### src/rtl/memtest_pkg.sv
// Shared types and helpers for the SDRAM memory-tester run-control:
// sequencer states, decoded user commands and counter sizing.
package memtest_pkg;

    typedef enum logic [1:0] {
        ST_RECFG,
        ST_SETTLE,
        ST_RUN,
        ST_DONE
    } state_t;

    typedef enum logic [2:0] {
        CMD_NONE,
        CMD_AUTO,
        CMD_RETEST,
        CMD_CHIP,
        CMD_UP,
        CMD_DOWN
    } cmd_t;

    // Bits needed by a counter that runs 0..n-1 (never less than one bit).
    function automatic int cnt_width(input longint unsigned n);
        return (n <= 64'd2) ? 1 : $clog2(n);
    endfunction

    // Same-cycle arbitration of user commands; up together with down cancels.
    function automatic cmd_t cmd_pick(input logic auto_c, input logic retest_c,
                                      input logic chip_c, input logic up_c,
                                      input logic down_c);
        if (auto_c)             return CMD_AUTO;
        if (retest_c)           return CMD_RETEST;
        if (chip_c)             return CMD_CHIP;
        if (up_c && !down_c)    return CMD_UP;
        if (down_c && !up_c)    return CMD_DOWN;
        return CMD_NONE;
    endfunction

endpackage

### src/rtl/memtest_bcd_timer.sv
// Elapsed-minutes BCD counter plus a free-running 3-bit tick phase for the
// on-screen marker; both advance only while en is high and clear on clr.
module memtest_bcd_timer
    import memtest_pkg::*;
#(
    parameter longint unsigned CLK_HZ     = 50_000_000,
    parameter longint unsigned TICK_HZ    = 10,
    parameter int              BCD_DIGITS = 4
) (
    input  logic                    clk,
    input  logic                    reset,
    input  logic                    clr,
    input  logic                    en,
    output logic [4*BCD_DIGITS-1:0] elapsed_bcd,
    output logic [2:0]              tick_phase
);

    localparam longint unsigned MIN_CYC  = CLK_HZ * 64'd60;
    localparam longint unsigned TICK_CYC = CLK_HZ / TICK_HZ;
    localparam int MW = cnt_width(MIN_CYC);
    localparam int TW = cnt_width(TICK_CYC);
    localparam logic [MW-1:0] MIN_LAST  = MW'(MIN_CYC - 64'd1);
    localparam logic [TW-1:0] TICK_LAST = TW'(TICK_CYC - 64'd1);

    logic [MW-1:0]           min_cnt;
    logic [TW-1:0]           tick_cnt;
    logic [4*BCD_DIGITS-1:0] bcd_q;
    logic [4*BCD_DIGITS-1:0] bcd_inc;
    logic [2:0]              phase_q;
    logic                    carry;

    // Ripple a +1 through the digits; an all-nines value rolls over to zero.
    always_comb begin
        bcd_inc = bcd_q;
        carry   = 1'b1;
        for (int i = 0; i < BCD_DIGITS; i++) begin
            if (carry) begin
                if (bcd_q[4*i +: 4] == 4'd9) begin
                    bcd_inc[4*i +: 4] = 4'd0;
                end else begin
                    bcd_inc[4*i +: 4] = bcd_q[4*i +: 4] + 4'd1;
                    carry = 1'b0;
                end
            end
        end
    end

    always_ff @(posedge clk) begin
        if (reset || clr) begin
            min_cnt  <= '0;
            tick_cnt <= '0;
            bcd_q    <= '0;
            phase_q  <= 3'd0;
        end else if (en) begin
            if (min_cnt == MIN_LAST) begin
                min_cnt <= '0;
                bcd_q   <= bcd_inc;
            end else begin
                min_cnt <= min_cnt + MW'(1);
            end
            if (tick_cnt == TICK_LAST) begin
                tick_cnt <= '0;
                phase_q  <= phase_q + 3'd1;
            end else begin
                tick_cnt <= tick_cnt + TW'(1);
            end
        end
    end

    assign elapsed_bcd = bcd_q;
    assign tick_phase  = phase_q;

endmodule

### src/rtl/memtest_sequencer.sv
// Run-control for the SDRAM tester: step/chip selection, PLL reconfig
// handshake, post-lock settle hold-off, auto frequency sweep and run timer.
module memtest_sequencer
    import memtest_pkg::*;
#(
    parameter longint unsigned CLK_HZ      = 50_000_000,
    parameter int              NUM_STEPS   = 38,
    parameter int              NUM_CHIPS   = 3,
    parameter int              BCD_DIGITS  = 4,
    parameter longint unsigned TICK_HZ     = 10,
    parameter int              SETTLE_CYC  = 1_000_000,
    parameter int              PASS_TARGET = 4,
    localparam int SW = (NUM_STEPS > 1) ? $clog2(NUM_STEPS) : 1,
    localparam int CW = (NUM_CHIPS > 1) ? $clog2(NUM_CHIPS) : 1
) (
    input  logic                    clk,
    input  logic                    reset,
    input  logic                    cmd_up,
    input  logic                    cmd_down,
    input  logic                    cmd_retest,
    input  logic                    cmd_auto,
    input  logic                    cmd_chip,
    input  logic [31:0]             passcount,
    input  logic [31:0]             failcount,
    input  logic                    recfg_done,
    output logic [SW-1:0]           step,
    output logic [CW-1:0]           chip,
    output logic                    auto_mode,
    output logic                    recfg_req,
    output logic                    test_rst,
    output logic                    sweep_done,
    output logic                    pass_found,
    output logic [SW-1:0]           best_step,
    output logic [4*BCD_DIGITS-1:0] elapsed_bcd,
    output logic [2:0]              tick_phase
);

    localparam int SCW = cnt_width(longint'(SETTLE_CYC));
    localparam logic [SW-1:0]  STEP_LAST   = SW'(NUM_STEPS - 1);
    localparam logic [CW-1:0]  CHIP_LAST   = CW'(NUM_CHIPS - 1);
    localparam logic [SCW-1:0] SETTLE_LAST = SCW'(SETTLE_CYC - 1);

    state_t         state_q, state_d;
    logic [SW-1:0]  step_q, step_d, best_q, best_d;
    logic [CW-1:0]  chip_q, chip_d;
    logic           auto_q, auto_d;
    logic           pending_q, pending_d;
    logic           found_q, found_d;
    logic [SCW-1:0] settle_q, settle_d;
    cmd_t           cmd;
    logic           cmd_ok;
    logic           fail_seen;
    logic           pass_met;

    assign cmd       = cmd_pick(cmd_auto, cmd_retest, cmd_chip, cmd_up, cmd_down);
    // Moves past either end of the frequency table are dropped outright.
    assign cmd_ok    = (cmd != CMD_NONE)
                     && !(cmd == CMD_UP   && step_q == '0)
                     && !(cmd == CMD_DOWN && step_q == STEP_LAST);
    assign fail_seen = (failcount != 32'd0);
    assign pass_met  = (passcount >= 32'(PASS_TARGET));

    always_ff @(posedge clk) begin
        if (reset) begin
            state_q   <= ST_RECFG;
            step_q    <= '0;
            chip_q    <= '0;
            auto_q    <= 1'b1;
            pending_q <= 1'b0;
            found_q   <= 1'b0;
            best_q    <= '0;
            settle_q  <= '0;
        end else begin
            state_q   <= state_d;
            step_q    <= step_d;
            chip_q    <= chip_d;
            auto_q    <= auto_d;
            pending_q <= pending_d;
            found_q   <= found_d;
            best_q    <= best_d;
            settle_q  <= settle_d;
        end
    end

    always_comb begin
        state_d   = state_q;
        step_d    = step_q;
        chip_d    = chip_q;
        auto_d    = auto_q;
        pending_d = pending_q;
        found_d   = found_q;
        best_d    = best_q;
        settle_d  = '0;

        if (cmd_ok) begin
            case (cmd)
                CMD_AUTO:   begin step_d = '0; auto_d = 1'b1; end
                CMD_RETEST: auto_d = 1'b0;
                CMD_CHIP:   chip_d = (chip_q == CHIP_LAST) ? '0 : chip_q + CW'(1);
                CMD_UP:     begin step_d = step_q - SW'(1); auto_d = 1'b0; end
                CMD_DOWN:   begin step_d = step_q + SW'(1); auto_d = 1'b0; end
                default:    ;
            endcase
        end

        case (state_q)
            ST_RECFG: begin
                if (cmd_ok)     pending_d = 1'b1;
                if (recfg_done) state_d   = ST_SETTLE;
            end
            ST_SETTLE: begin
                // A command seen while the PLL was busy forces another reconfig.
                if (settle_q == SETTLE_LAST) begin
                    state_d   = (pending_q || cmd_ok) ? ST_RECFG : ST_RUN;
                    pending_d = 1'b0;
                end else begin
                    settle_d = settle_q + SCW'(1);
                    if (cmd_ok) pending_d = 1'b1;
                end
            end
            ST_RUN: begin
                if (cmd_ok) begin
                    state_d = ST_RECFG;
                end else if (auto_q) begin
                    if (fail_seen) begin
                        if (step_q != STEP_LAST) begin
                            step_d  = step_q + SW'(1);
                            state_d = ST_RECFG;
                        end else begin
                            state_d = ST_DONE;
                            found_d = 1'b0;
                            auto_d  = 1'b0;
                        end
                    end else if (pass_met) begin
                        state_d = ST_DONE;
                        found_d = 1'b1;
                        best_d  = step_q;
                        auto_d  = 1'b0;
                    end
                end
            end
            ST_DONE: begin
                if (cmd_ok) state_d = ST_RECFG;
            end
            default: state_d = ST_RECFG;
        endcase

        if (state_d == ST_RECFG && state_q != ST_RECFG) found_d = 1'b0;
    end

    memtest_bcd_timer #(
        .CLK_HZ     (CLK_HZ),
        .TICK_HZ    (TICK_HZ),
        .BCD_DIGITS (BCD_DIGITS)
    ) u_timer (
        .clk         (clk),
        .reset       (reset),
        .clr         (state_q == ST_RECFG),
        .en          (state_q == ST_RUN || state_q == ST_DONE),
        .elapsed_bcd (elapsed_bcd),
        .tick_phase  (tick_phase)
    );

    assign step       = step_q;
    assign chip       = chip_q;
    assign auto_mode  = auto_q;
    assign recfg_req  = (state_q == ST_RECFG);
    assign test_rst   = (state_q == ST_RECFG) || (state_q == ST_SETTLE);
    assign sweep_done = (state_q == ST_DONE);
    assign pass_found = found_q;
    assign best_step  = best_q;

endmodule
### config.mk
export PLATFORM = sky130hd
export DESIGN_NAME = memtest_sequencer
export DESIGN_NICKNAME = d
export VERILOG_FILES = /design/src/rtl/memtest_pkg.sv /design/src/rtl/memtest_bcd_timer.sv /design/src/rtl/memtest_sequencer.sv
export SDC_FILE = /design/constraint.sdc
export NUM_CORES = 1
export LEC_CHECK = 0
export BUFFER_PORTS_ARGS = -buffer_cell sky130_fd_sc_hd__buf_2
export CAP_MARGIN = 0
export CORE_MARGIN = 2
export CORE_UTILIZATION = 55
export CTS_CLUSTER_DIAMETER = 30
export DETAILED_ROUTE_END_ITERATION = 10
export HOLD_SLACK_MARGIN = 0.03
export PLACE_DENSITY_LB_ADDON = 0.3
export SLEW_MARGIN = 20
export SYNTH_ARGS = -nofsm -noshare
export SYNTH_HDL_FRONTEND = slang
export SYNTH_HIERARCHICAL = 1
export SYNTH_SLANG_ARGS = --single-unit
### constraint.sdc
create_clock -name clk -period 3.46 [get_ports clk]
set_input_delay 0.519 -clock clk [delete_from_list [all_inputs] [get_ports clk]]
set_output_delay 0.519 -clock clk [all_outputs]
set_load 0.01 [all_outputs]
# Word level (Yosys, flattened, before mapping)
# Index checks and enable logic that the tools add are counted.
# totals
inputBits	72
regBits	113
output_inout_bits	38
# op_classes
n_bitwise	3
reduce_logical	34
n_mux	68
n_lt_le_gt_ge	1
n_eq_ne	19
add_sub_neg	11
# ops
operator	n
$mux 6	6
$add 32x1->32 const B	1
$eq 32x32->1 const B	1
$ge 32x3->1 const B	1
$mux 1	32
$mux 32	1
$reduce_bool 32->1	1
$mux 3	10
$add 23x1->23 const B	1
$eq 23x23->1 const B	1
$mux 23	1
$add 20x1->20 const B	1
$eq 20x20->1 const B	1
$mux 2	10
$pmux 6 s3	1
$add 4x1->4 const B	4
$eq 4x4->1 const B	4
$mux 4	4
$reduce_and 5->1	2
$reduce_and 3->1	3
$pmux 2 s4	1
$logic_and 1x1->1	7
$add 6x1->6 const B	1
$eq 2x2->1 const B	3
other kinds (21)	38

# Depth between registers and ports, before layout
# logic_depth
word_depth	28
mapped_depth	9

# By module
# Netlist, hierarchy kept.
# modules_own_cells
mod	n_inst	area_each_um2	cells_each	seq_area_each_um2
memtest_bcd_timer	1	3449.6	403	1481.4
memtest_sequencer	1	2167.1	261	780.7

# Worst setup path before layout
# Ideal clock, no wire load.
# synth_path
kind	reg2reg
startpoint	register state_q[1]
endpoint	register u_timer.bcd_q[12] (netlist: u_timer/elapsed_bcd[12])
arrival_ns	2.496
setup_slack_ns	0.894
path_buffers	4
path_stages_with_launch	10
cell_sequence	dfxtp_1 -> clkbuf_1 -> clkbuf_1 -> nand4_2 -> or4_1 -> buf_2 -> or4_1 -> buf_2 -> or3_1 -> a21oi_1
# synth_via
elab_chain_cells	3
word_cells_on_any_way	6
# synth_lines
element	line	source
start: declaration	memtest_sequencer.sv:43	state_t state_q, state_d;
start signal: assignment	memtest_sequencer.sv:74	state_q <= state_d;
$eq 2x2->1	memtest_sequencer.sv:159	.en (state_q == ST_RUN || state_q == ST_DONE),
$logic_or 1x1->1	memtest_sequencer.sv:159	
$reduce_and 3->1 (no line)	--	
end signal: assignment	memtest_bcd_timer.sv:57	bcd_q <= bcd_inc;
end: declaration	memtest_bcd_timer.sv:27	logic [4*BCD_DIGITS-1:0] bcd_q;
# Parallel ways exist; a longest one is shown, timed or not.
# A chain may end at the register's enable or synchronous reset.

# Final worst setup path
# layout_path
startpoint	register u_timer.min_cnt[0]
endpoint	register u_timer.bcd_q[10] (netlist: u_timer/elapsed_bcd[10])
# layout_via
elab_chain_cells	2
# layout_lines
element	line	source
start: declaration	memtest_bcd_timer.sv:25	logic [MW-1:0] min_cnt;
start signal: assignment	memtest_bcd_timer.sv:59	min_cnt <= min_cnt + MW'(1);
$eq 32x32->1	memtest_bcd_timer.sv:55	if (min_cnt == MIN_LAST) begin
$reduce_and 3->1 (no line)	--	
# No other way between the ends.

==> summary.md <==
| Metric | Value |
|---|---|
| Status | `finished clean` |
| Combined area of the multi-input logic cells | `3150 sq um` |
| Reg-to-reg startpoint | `u_timer/min_cnt[0]` |
| Peak VDD IR | `0.279 mV` |
| Root Buffer | `clkbuf_8` |
| Filler cells | `764` |
| Post-Syn Instances | `664` |
| Core area | `9860 sq um` |
| DRT iter0 DRCs | `351` |
| Placement Rows | `36` |
| Clock skew | `0.00745 ns` |
| Design area | `6850 sq um` |
| Final Util | `69.4%` |
| Die W | `105 um` |
| Final Routed Wirelength | `13,400 um` |
| Post-CTS Setup Bufs | `0` |
| FFs w/ async S/R, synth | `0%` |
| Num CTS Buffers | `17` |
| Inst Count DP | `878` |
| Total track usage | `24.8%` |
| Worst-Margin Slew | `1.04 ns` |
| Die height | `105 um` |
| Endpoints failing setup | `0` |
| Clock buffer depth | `2` |
| HPWL after DPL | `9240 um` |
| Clock-pin slew on the worst setup and hold paths | `0.05 ns` |
| Hold Startpoint | `recfg_done` |
| Total number of vias | `5,201` |
| DRT antenna net count | `0` |
| CTS resizes | `0` |
| Syn_nets | `744` |
| EDFF count, synth | `0` |
| Hold Vio Cnt, Final | `0` |
| RSZ-0062 raised after global routing | `false` |
| Placed inst area | `6210 sq um` |
| DRC | `0` |
| Synth Warn # | `6` |
| CP arrival | `3.11 ns` |
| Worst EP required | `3.90 ns` |
| Critical Path Start Type | `flip-flop` |
| Clk sinks | `113` |
| Worst Hold Margin | `0.296 ns` |
| Minimum clock period | `2.68 ns` |
| DRT Pass-1 Iters | `5` |
| # hold bufs at CTS | `0` |
| GRT Residual Overflow | `0` |
| FF+latch area | `2260 sq um` |
| Ant. Diodes | `0` |
| Fraction of layout cells with a size suffix above 1 | `19.4%` |
| Hold WC Path Type | `primary input to flip-flop` |
| Wirelength per Cell | `14.7 um` |
| Critical path origin | `u_timer/min_cnt[0]` |
| Area Growth Syn to Fin | `21.9%` |
| Non-Filler Instances | `910` |
| Commonest non-fill, non-tap cell in the layout | `nor2_1` |
| Crit share post-route | `77.3%` |
| CTS tree | `yes` |
| Crit Path Class | `flip-flop to flip-flop` |
| Initial core utilization | `56.9%` |
| Initial antenna violation count | `0` |
| Via density | `5.72` |
| Max Slew Vio Count | `0` |
| Maximum fanout along the worst path | `7` |
| H-tree depth | `4` |
| Max-cap violations | `0` |
| Number of global-route vias before repair | `5,069` |
| Syn avg cell area | `8.46 sq um` |
| Leak | `2.45 nW` |
| Post-Syn Area | `5620 sq um` |
| Largest net degree at the start of global routing | `31` |
| Sequential area share after synthesis | `40.3%` |
| Clk_lat worst skew | `0.51 ns` |
| Ports | `110` |
| Port buffer count | `107` |
| Pwr dens | `497 nW/um^2` |
| Post-synthesis register bit count | `113` |
| Worst rel slew slack | `30.0%` |
| Die ar. | `11,000 sq um` |
| Critical path capture point type | `flip-flop` |
| Nets@finish | `844` |
| First-pass GRT wire length | `22,600 um` |
| GPL Wtd Cong | `0.870` |
| Top_reg_cell synth | `dfxtp_1` |
| Setup TNS | `0 ns` |
| Most frequent cells in the layout | `116 x nor2_1, 113 x dfxtp_1, 107 x buf_2` |
| Peak Freq | `374 MHz` |
| Library cells used by synthesis | `57` |
-- Yosys cell counts (3+ instances only) --
master,instances,area (sq um)
a211oi_1,3,22.5
o21a_1,3,22.5
nor2_1,116,435
buf_2,5,25.0
xor2_1,40,350
nand2b_1,4,25.0
and3_1,11,68.8
o21ai_0,6,30.0
nor2b_1,6,37.5
nand2_1,35,131
dfxtp_1,113,2260
xnor2_1,36,315
nand3b_1,4,30.0
nor3_1,17,85.1
o22ai_1,3,18.8
nand3_1,33,165
clkbuf_1,19,71.3
or3_1,11,68.8
nor4_1,35,219
nor4bb_1,3,30.0
and2_1,5,31.3
nand4_1,31,194
inv_1,20,75.1
ha_1,8,100
nor4b_1,3,26.3
or4_1,6,45.0
a31oi_1,4,25.0
a21oi_1,17,85.1
and4_1,10,87.6
nor3b_1,6,45.0
mux2i_1,16,160
-- report_power, final --
group	total, W	internal [W]	switching [W]
Combinational	0.000200	0.0000983	0.000102
Sequential	0.00136	0.00132	0.0000411
Clock	0.00184	0.00126	0.000579
-- cell type report --
| cell class | instances | area share, % |
|---|---|---|
| repair buffers | 110 | 8.15 |
| inverters | 20 | 1.10 |
| flip-flops and latches | 113 | 33.0 |
| multi-input cells | 502 | 46.0 |
| clock buffers | 23 | 7.11 |
| well taps | 133 | 2.43 |
| clock inverters | 9 | 2.21 |
-- layer usage --
layer  share of wire [%]  global-route usage, %
met1                  43                   29.5
met2                  51                   43.5
met3                 4.7                   5.30
met4                 1.4                   9.90
met5                   0                      0
-- critical path, stage by stage, from the launching register on --
cell	delay [ns]
dfxtp_1	0.38
ha_1	0.20
nand4_2	0.17
or4_1	0.68
or4_1	0.65
or3_1	0.37
a21oi_1	0.15
-- final timing paths --
kind / endpoint / slack (ns) / depth (start not counted)
min: state_q[0] / 0.30 / 3
min reg2reg: settle_q[0] / 0.47 / 1
max: u_timer/elapsed_bcd[10] / 0.78 / 6
max reg2reg: u_timer/elapsed_bcd[10] / 0.78 / 6
-- state kept, by name (all words and copies together), names as in the netlist, 2 cells and up --
register	flops
u_timer/tick_phase	3
state_q	2
settle_q	20
u_timer/tick_cnt	23
chip	2
u_timer/min_cnt	32
u_timer/elapsed_bcd	16
step	6
best_step	6
-- logic make-up (layout without fill, tap and decap cells) --
kind of cell / count (synthesis) / after routing / synth area share (%)
buffers and inverters: 49 / 162 / 3.68
AND/OR/NAND/NOR: 347 / 347 / 33.1
AO/OA/AOI/OAI: 55 / 55 / 6.44
flip-flops: 113 / 113 / 40.3
XOR/XNOR: 76 / 76 / 11.9
adder cells (fa/ha/maj): 8 / 8 / 1.78
multiplexers: 16 / 16 / 2.85
-- per-stage QoR --
| stage | power, W | setup WS [ns] |
|---|---|---|
| after global routing | 0.00352 | 0.622 |
| after global placement | 0.00158 | 0.638 |
| final | 0.00340 | 0.784 |
| after floorplan | 0.00152 | 0.894 |
| after CTS | 0.00344 | 0.798 |
| after detailed placement | 0.00159 | 0.547 |
No activity file was read; power rests on OpenSTA's default activity.
